$ cat src/rtl/stopwatch_pkg.sv
// stopwatch_pkg
// Shared definitions for the stopwatch run/stop/clear controller:
//   - FSM state encoding (STOP, RUN, CLEAR)
//   - tick divider derivation from the clock and tick frequencies
//   - a width helper used to size the prescaler and debounce counters
package stopwatch_pkg;

  typedef logic [1:0] state_t;

  localparam state_t STOP  = 2'd0;
  localparam state_t RUN   = 2'd1;
  localparam state_t CLEAR = 2'd2;

  // Number of system clock cycles per count-enable tick.
  function automatic int calc_div(input int sys_clk_hz, input int tick_hz);
    return sys_clk_hz / tick_hz;
  endfunction

  // ceil(log2(v)), clamped to at least 1 so a counter always has a bit.
  function automatic int clog2w(input int v);
    int r;
    r = 0;
    for (int i = 0; i < 31; i++) begin
      if ((1 << i) < v) r = i + 1;
    end
    return (r < 1) ? 1 : r;
  endfunction

endpackage

$ cat src/rtl/stopwatch_ctrl_btn_debounce.sv
// btn_debounce
// Two-flop synchroniser, stability debounce and rising-edge press detect
// for one raw push-button.
// Ports:
//   clk      system clock
//   rst      asynchronous active-high reset
//   btn_raw  raw asynchronous button level (active-high)
//   press    one-cycle pulse when the debounced level rises
module btn_debounce
  import stopwatch_pkg::*;
#(
  parameter int DB_CYCLES = 1_000_000
) (
  input  logic clk,
  input  logic rst,
  input  logic btn_raw,
  output logic press
);

  localparam int DBC_W = clog2w(DB_CYCLES);

  logic             s1;
  logic             s2;
  logic             db;
  logic             db_q;
  logic [DBC_W-1:0] dbc;

  // dbc counts consecutive cycles where the synchronised level disagrees
  // with the accepted level; any agreeing cycle restarts the count, so a
  // pulse shorter than DB_CYCLES never reaches acceptance.
  always_ff @(posedge clk or posedge rst) begin
    if (rst) begin
      s1   <= 1'b0;
      s2   <= 1'b0;
      db   <= 1'b0;
      db_q <= 1'b0;
      dbc  <= '0;
    end else begin
      s1   <= btn_raw;
      s2   <= s1;
      db_q <= db;
      if (s2 != db) begin
        if (dbc == DBC_W'(DB_CYCLES - 1)) begin
          db  <= s2;
          dbc <= '0;
        end else begin
          dbc <= dbc + DBC_W'(1);
        end
      end else begin
        dbc <= '0;
      end
    end
  end

  // Only the press edge matters; releases are deliberately ignored.
  assign press = db & ~db_q;

endmodule

$ cat src/rtl/stopwatch_ctrl.sv
// stopwatch_ctrl
// Run/stop/clear controller and tick generator feeding the 0-9999 counter.
// Ports:
//   clk        system clock, all logic on rising edge
//   rst        asynchronous active-high reset
//   btn_run    raw run/stop button
//   btn_clear  raw clear button
//   run        high while in RUN
//   clear      one-cycle pulse, counter loads 0
//   tick       one-cycle count-enable pulse, once per DIV cycles of RUN
module stopwatch_ctrl
  import stopwatch_pkg::*;
#(
  parameter int SYS_CLK_HZ = 100_000_000,
  parameter int TICK_HZ    = 10,
  parameter int DB_CYCLES  = 1_000_000
) (
  input  logic clk,
  input  logic rst,
  input  logic btn_run,
  input  logic btn_clear,
  output logic run,
  output logic clear,
  output logic tick
);

  localparam int DIV   = calc_div(SYS_CLK_HZ, TICK_HZ);
  localparam int PSC_W = clog2w(DIV);

  logic             run_press;
  logic             clear_press;
  state_t           state;
  logic [PSC_W-1:0] psc;

  btn_debounce #(.DB_CYCLES(DB_CYCLES)) u_db_run (
    .clk     (clk),
    .rst     (rst),
    .btn_raw (btn_run),
    .press   (run_press)
  );

  btn_debounce #(.DB_CYCLES(DB_CYCLES)) u_db_clear (
    .clk     (clk),
    .rst     (rst),
    .btn_raw (btn_clear),
    .press   (clear_press)
  );

  // In STOP a clear press beats a simultaneous run press. In RUN the clear
  // press is dropped outright rather than remembered for later.
  always_ff @(posedge clk or posedge rst) begin
    if (rst) begin
      state <= STOP;
    end else begin
      case (state)
        STOP: begin
          if (clear_press)    state <= CLEAR;
          else if (run_press) state <= RUN;
        end
        RUN: begin
          if (run_press) state <= STOP;
        end
        CLEAR:   state <= STOP;
        default: state <= STOP;
      endcase
    end
  end

  // The prescaler holds in STOP so a pause keeps the partial tick period.
  always_ff @(posedge clk or posedge rst) begin
    if (rst) begin
      psc <= '0;
    end else begin
      case (state)
        RUN: begin
          if (psc == PSC_W'(DIV - 1)) psc <= '0;
          else                        psc <= psc + PSC_W'(1);
        end
        CLEAR:   psc <= '0;
        default: psc <= psc;
      endcase
    end
  end

  assign run   = (state == RUN);
  assign clear = (state == CLEAR);
  assign tick  = (state == RUN) && (psc == PSC_W'(DIV - 1));

endmodule

$ cat config.mk
export PLATFORM = sky130hd
export DESIGN_NAME = stopwatch_ctrl
export DESIGN_NICKNAME = d
export VERILOG_FILES = /design/src/rtl/stopwatch_pkg.sv /design/src/rtl/stopwatch_ctrl_btn_debounce.sv /design/src/rtl/stopwatch_ctrl.sv
export SDC_FILE = /design/constraint.sdc
export NUM_CORES = 1
export LEC_CHECK = 0
export BUFFER_PORTS_ARGS = -buffer_cell sky130_fd_sc_hd__buf_2
export CORE_MARGIN = 2
export CORE_UTILIZATION = 35
export CTS_BUF_LIST = sky130_fd_sc_hd__clkbuf_2
export DETAILED_ROUTE_END_ITERATION = 10
export MAX_ROUTING_LAYER = met4
export PLACE_DENSITY = 0.48
export SLEW_MARGIN = 40
export SYNTH_ARGS = -nofsm -noshare
export SYNTH_HDL_FRONTEND = slang
export SYNTH_SLANG_ARGS = --single-unit
$ cat constraint.sdc
create_clock -name clk -period 5.28 [get_ports clk]
set_input_delay 1.056 -clock clk [delete_from_list [all_inputs] [get_ports clk]]
set_output_delay 1.056 -clock clk [all_outputs]
set_load 0.005 [all_outputs]
==> flow_summary.toml <==
[clock_network]
hold_buffers = 0
clk_latency_ns = 0.50
cts_tree = "yes"
cts_buffers = 9
cts_max_level = 3
clock_sinks = 74
postCtsSetupBuffers = 0
path_clk_slew_ns = 0.20
cts_resized = 0
clock_path_buffers = 2
cts_root_buf = "clkbuf_2"

[setup_path]
crit_required_ns = 4.22
start_kind = "flop"
timing.rr.end = "psc[23]$_DFFE_PP0P_"
cp-end-kind = "output port"
crit_slowest_cell = "dfrtp_1"
path_cells = "ha_1 > nand3_2 > nor4_2 > and3_1 > buf_2"
reg2reg_from = "state[1]$_DFFE_PP0P_"
crit_start = "psc[0]$_DFFE_PP0P_"
rrSetupSlack_ns = 3.00
worst_ep_arrival_time_ns = 2.09
worst_r2r_path_depth = 7
worst-path-max-fanout = 6
setup.worst_path.class = "reg2out"
critPathMaxStageDelay_ns = 0.50
critPathTopFamily = "simple AND/OR/NAND/NOR gates"
cp-endpoint = "tick"
cp_num_cells = 5
cp_num_buf_inv = 1

[placement]
place_congestion = 0.772
dp.final_hpwl_mm = 4.39
post_dp_cell_area_sq_um = 3780
io_buffers = 6

[sta]
max_slew.worst_pin.slew_ns = 0.743
tns_ns = 0
drv_slew = 0
hold_viol = 0
finalClockSkew_ns = 0.0259
finalCritPeriodShare = 0.596
max-slew-margin-rel = 0.500
rsz0062_at_grt = "false"
setup_violations = 0
layout_min_cycle_time_ns = 3.15
fmax_mhz = 318

[routing]
antenna_left = 0
routed_wl_mm = 6.51
viasPerCell = 4.93
routedWlPerCell_um = 12.9
dr_total_vias = 2497
firstDrtPassIters = 4
drtIter0Drc = 145
drc_errors = 0

[global_route]
grt_pass1_vias = 2567
grt_max_degree = 43
overflow = 0
grt_pass1_wl_mm = 12.0
track_usage = 0.138
antenna_found_initial = 0

[synthesis]
synth_fa_ha_area_frac = 0.0209
synthArstFlopShare = 1.00
synthDistinctLibCells = 41
synth_seq_cells = 74
synth_common_cells = "74 x dfrtp_1, 66 x nor2_1, 31 x xor2_1, 25 x nand2_1, 24 x nand3_1"
synth_fp_nets = 364
synthSimpleGateAreaFrac = 0.266
synth_top_family_by_area = "simple AND/OR/NAND/NOR gates"
synth_edf_count = 0
synth.top_cell.area_share = 0.515
yosys.area.top_type = "dfrtp_1"
synth_area_leaders = "dfrtp_1 51%, xor2_1 7.5%, nor2_1 6.9%"
synthMuxAreaShare = 0.0118
yosysSeqAreaShare = 0.515
syn_area_sq_um = 3600
synth-main-ff-cell = "dfrtp_1"
synthCells = 354
synth_compound_area_frac = 0.0508
yosysMostFrequentCell = "dfrtp_1"
avgSynthCellArea_sq_um = 10.2
yosys_warnings = 0
synth-xor-area-share = 0.119

[power_and_ir_drop]
p_clk_frac = 0.334
p_int_uw = 687
p_per_area_nw_per_um2 = 233
vdd_drop_max_v = 0.0000911
switching_share = 0.241
p_total_uw = 905
power.leakage_nw = 1.76
pwr-share-seq = 0.638
p_sw_uw = 219
power_frac_comb = 0.028

[final_layout]
n_antenna_cell = 0
final_nets = 376
n_fill_cell = 1014
drive_above_1_share = 0.0973
syn2layout_area_growth_pct = 7.86
multi_input_area_sq_um = 1690
fin_area_sq_um = 3880
final_util = 0.383
seqCellArea_sq_um = 1850

[die]
dieArea_sq_um = 11100
coreArea_sq_um = 10100
start_util = 0.355
die_h_um = 105
fp.dieW_um = 105
io_pins = 7
rows = 37

[worst_hold_path]
min_delay_path_depth = 0
hp-class = "reg2reg"

[job]
max_cap_violations = 0

[run_status]
outcome = "finished clean"
## cell type report
cell class | count | share of cell area
clock buffer | 11 | 0.0142
timing repair buffer | 7 | 0.00967
tap | 136 | 0.0439
multi-input combinational | 266 | 0.435
clock inverter | 4 | 0.0113
inverter | 8 | 0.00838
sequential | 74 | 0.477
## metal layers
layer,GRT usage,share of wire
met4,0.0657,0.020
met5,-,0
met2,0.202,0.44
met1,0.182,0.51
met3,0.0297,0.027
## cell usage in the layout, fill, tap and decap left out, drive strengths merged, types with 8 or more instances in the layout
cell	netlist	layout
clkbuf	1	11
nand2	25	25
xor2	31	31
dfrtp	74	74
and3	14	14
nor2	66	66
o21ai	8	8
xnor2	18	18
nand4	11	11
nand3	26	26
nor4	10	10
nor3	10	10
## sequential cells by signal (all words and copies together), names as in the netlist
name             count
psc                 24
u_db_clear.dbc      20
u_db_run.dbc        20
state                2
u_db_clear.db        1
u_db_clear.db_q      1
u_db_clear.s1        1
u_db_clear.s2        1
u_db_run.db          1
u_db_run.db_q        1
u_db_run.s1          1
u_db_run.s2          1
## power groups by stage
stage | combinational (mW) | sequential [mW] | clock, mW
final | 0.0254 | 0.577 | 0.303
after global routing | 0.0306 | 0.579 | 0.348
after CTS | 0.0274 | 0.578 | 0.320
after detailed placement | 0.0273 | 0.587 | 0
after global placement | 0.0268 | 0.587 | 0
after floorplan | 0.0196 | 0.586 | 0
## kinds of logic (layout without fill, tap and decap cells)
group	Yosys count	count (layout)
adder cells (fa/ha/maj)	6	6
XOR/XNOR	49	49
buffers and inverters	14	30
AO/OA/AOI/OAI	28	28
flip-flops	74	74
AND/OR/NAND/NOR	179	179
multiplexers	4	4
## per-stage QoR
stage          setup slack, ns  hold WS (ns)  instances
2_1_floorplan             2.34         0.331        354
3_3_place_gp              2.74         0.335        491
3_5_place_dp              2.71         0.339        491
4_1_cts                   2.10         0.379        506
5_1_grt                   1.90         0.404        506
6_report                  2.13         0.373        506
## how the worst min path moves through the flow
stage / startpoint / endpoint / slack (ns)
floorplan: u_db_clear.s1$_DFF_PP0_ / u_db_clear.s2$_DFF_PP0_ / 0.33
global placement: u_db_clear.s1$_DFF_PP0_ / u_db_clear.s2$_DFF_PP0_ / 0.33
detailed placement: u_db_run.s1$_DFF_PP0_ / u_db_run.s2$_DFF_PP0_ / 0.34
CTS: u_db_run.s1$_DFF_PP0_ / u_db_run.s2$_DFF_PP0_ / 0.38
global route: u_db_clear.s1$_DFF_PP0_ / u_db_clear.s2$_DFF_PP0_ / 0.40
finish: u_db_run.s1$_DFF_PP0_ / u_db_run.s2$_DFF_PP0_ / 0.37
Power figures use the tool's default switching activity.
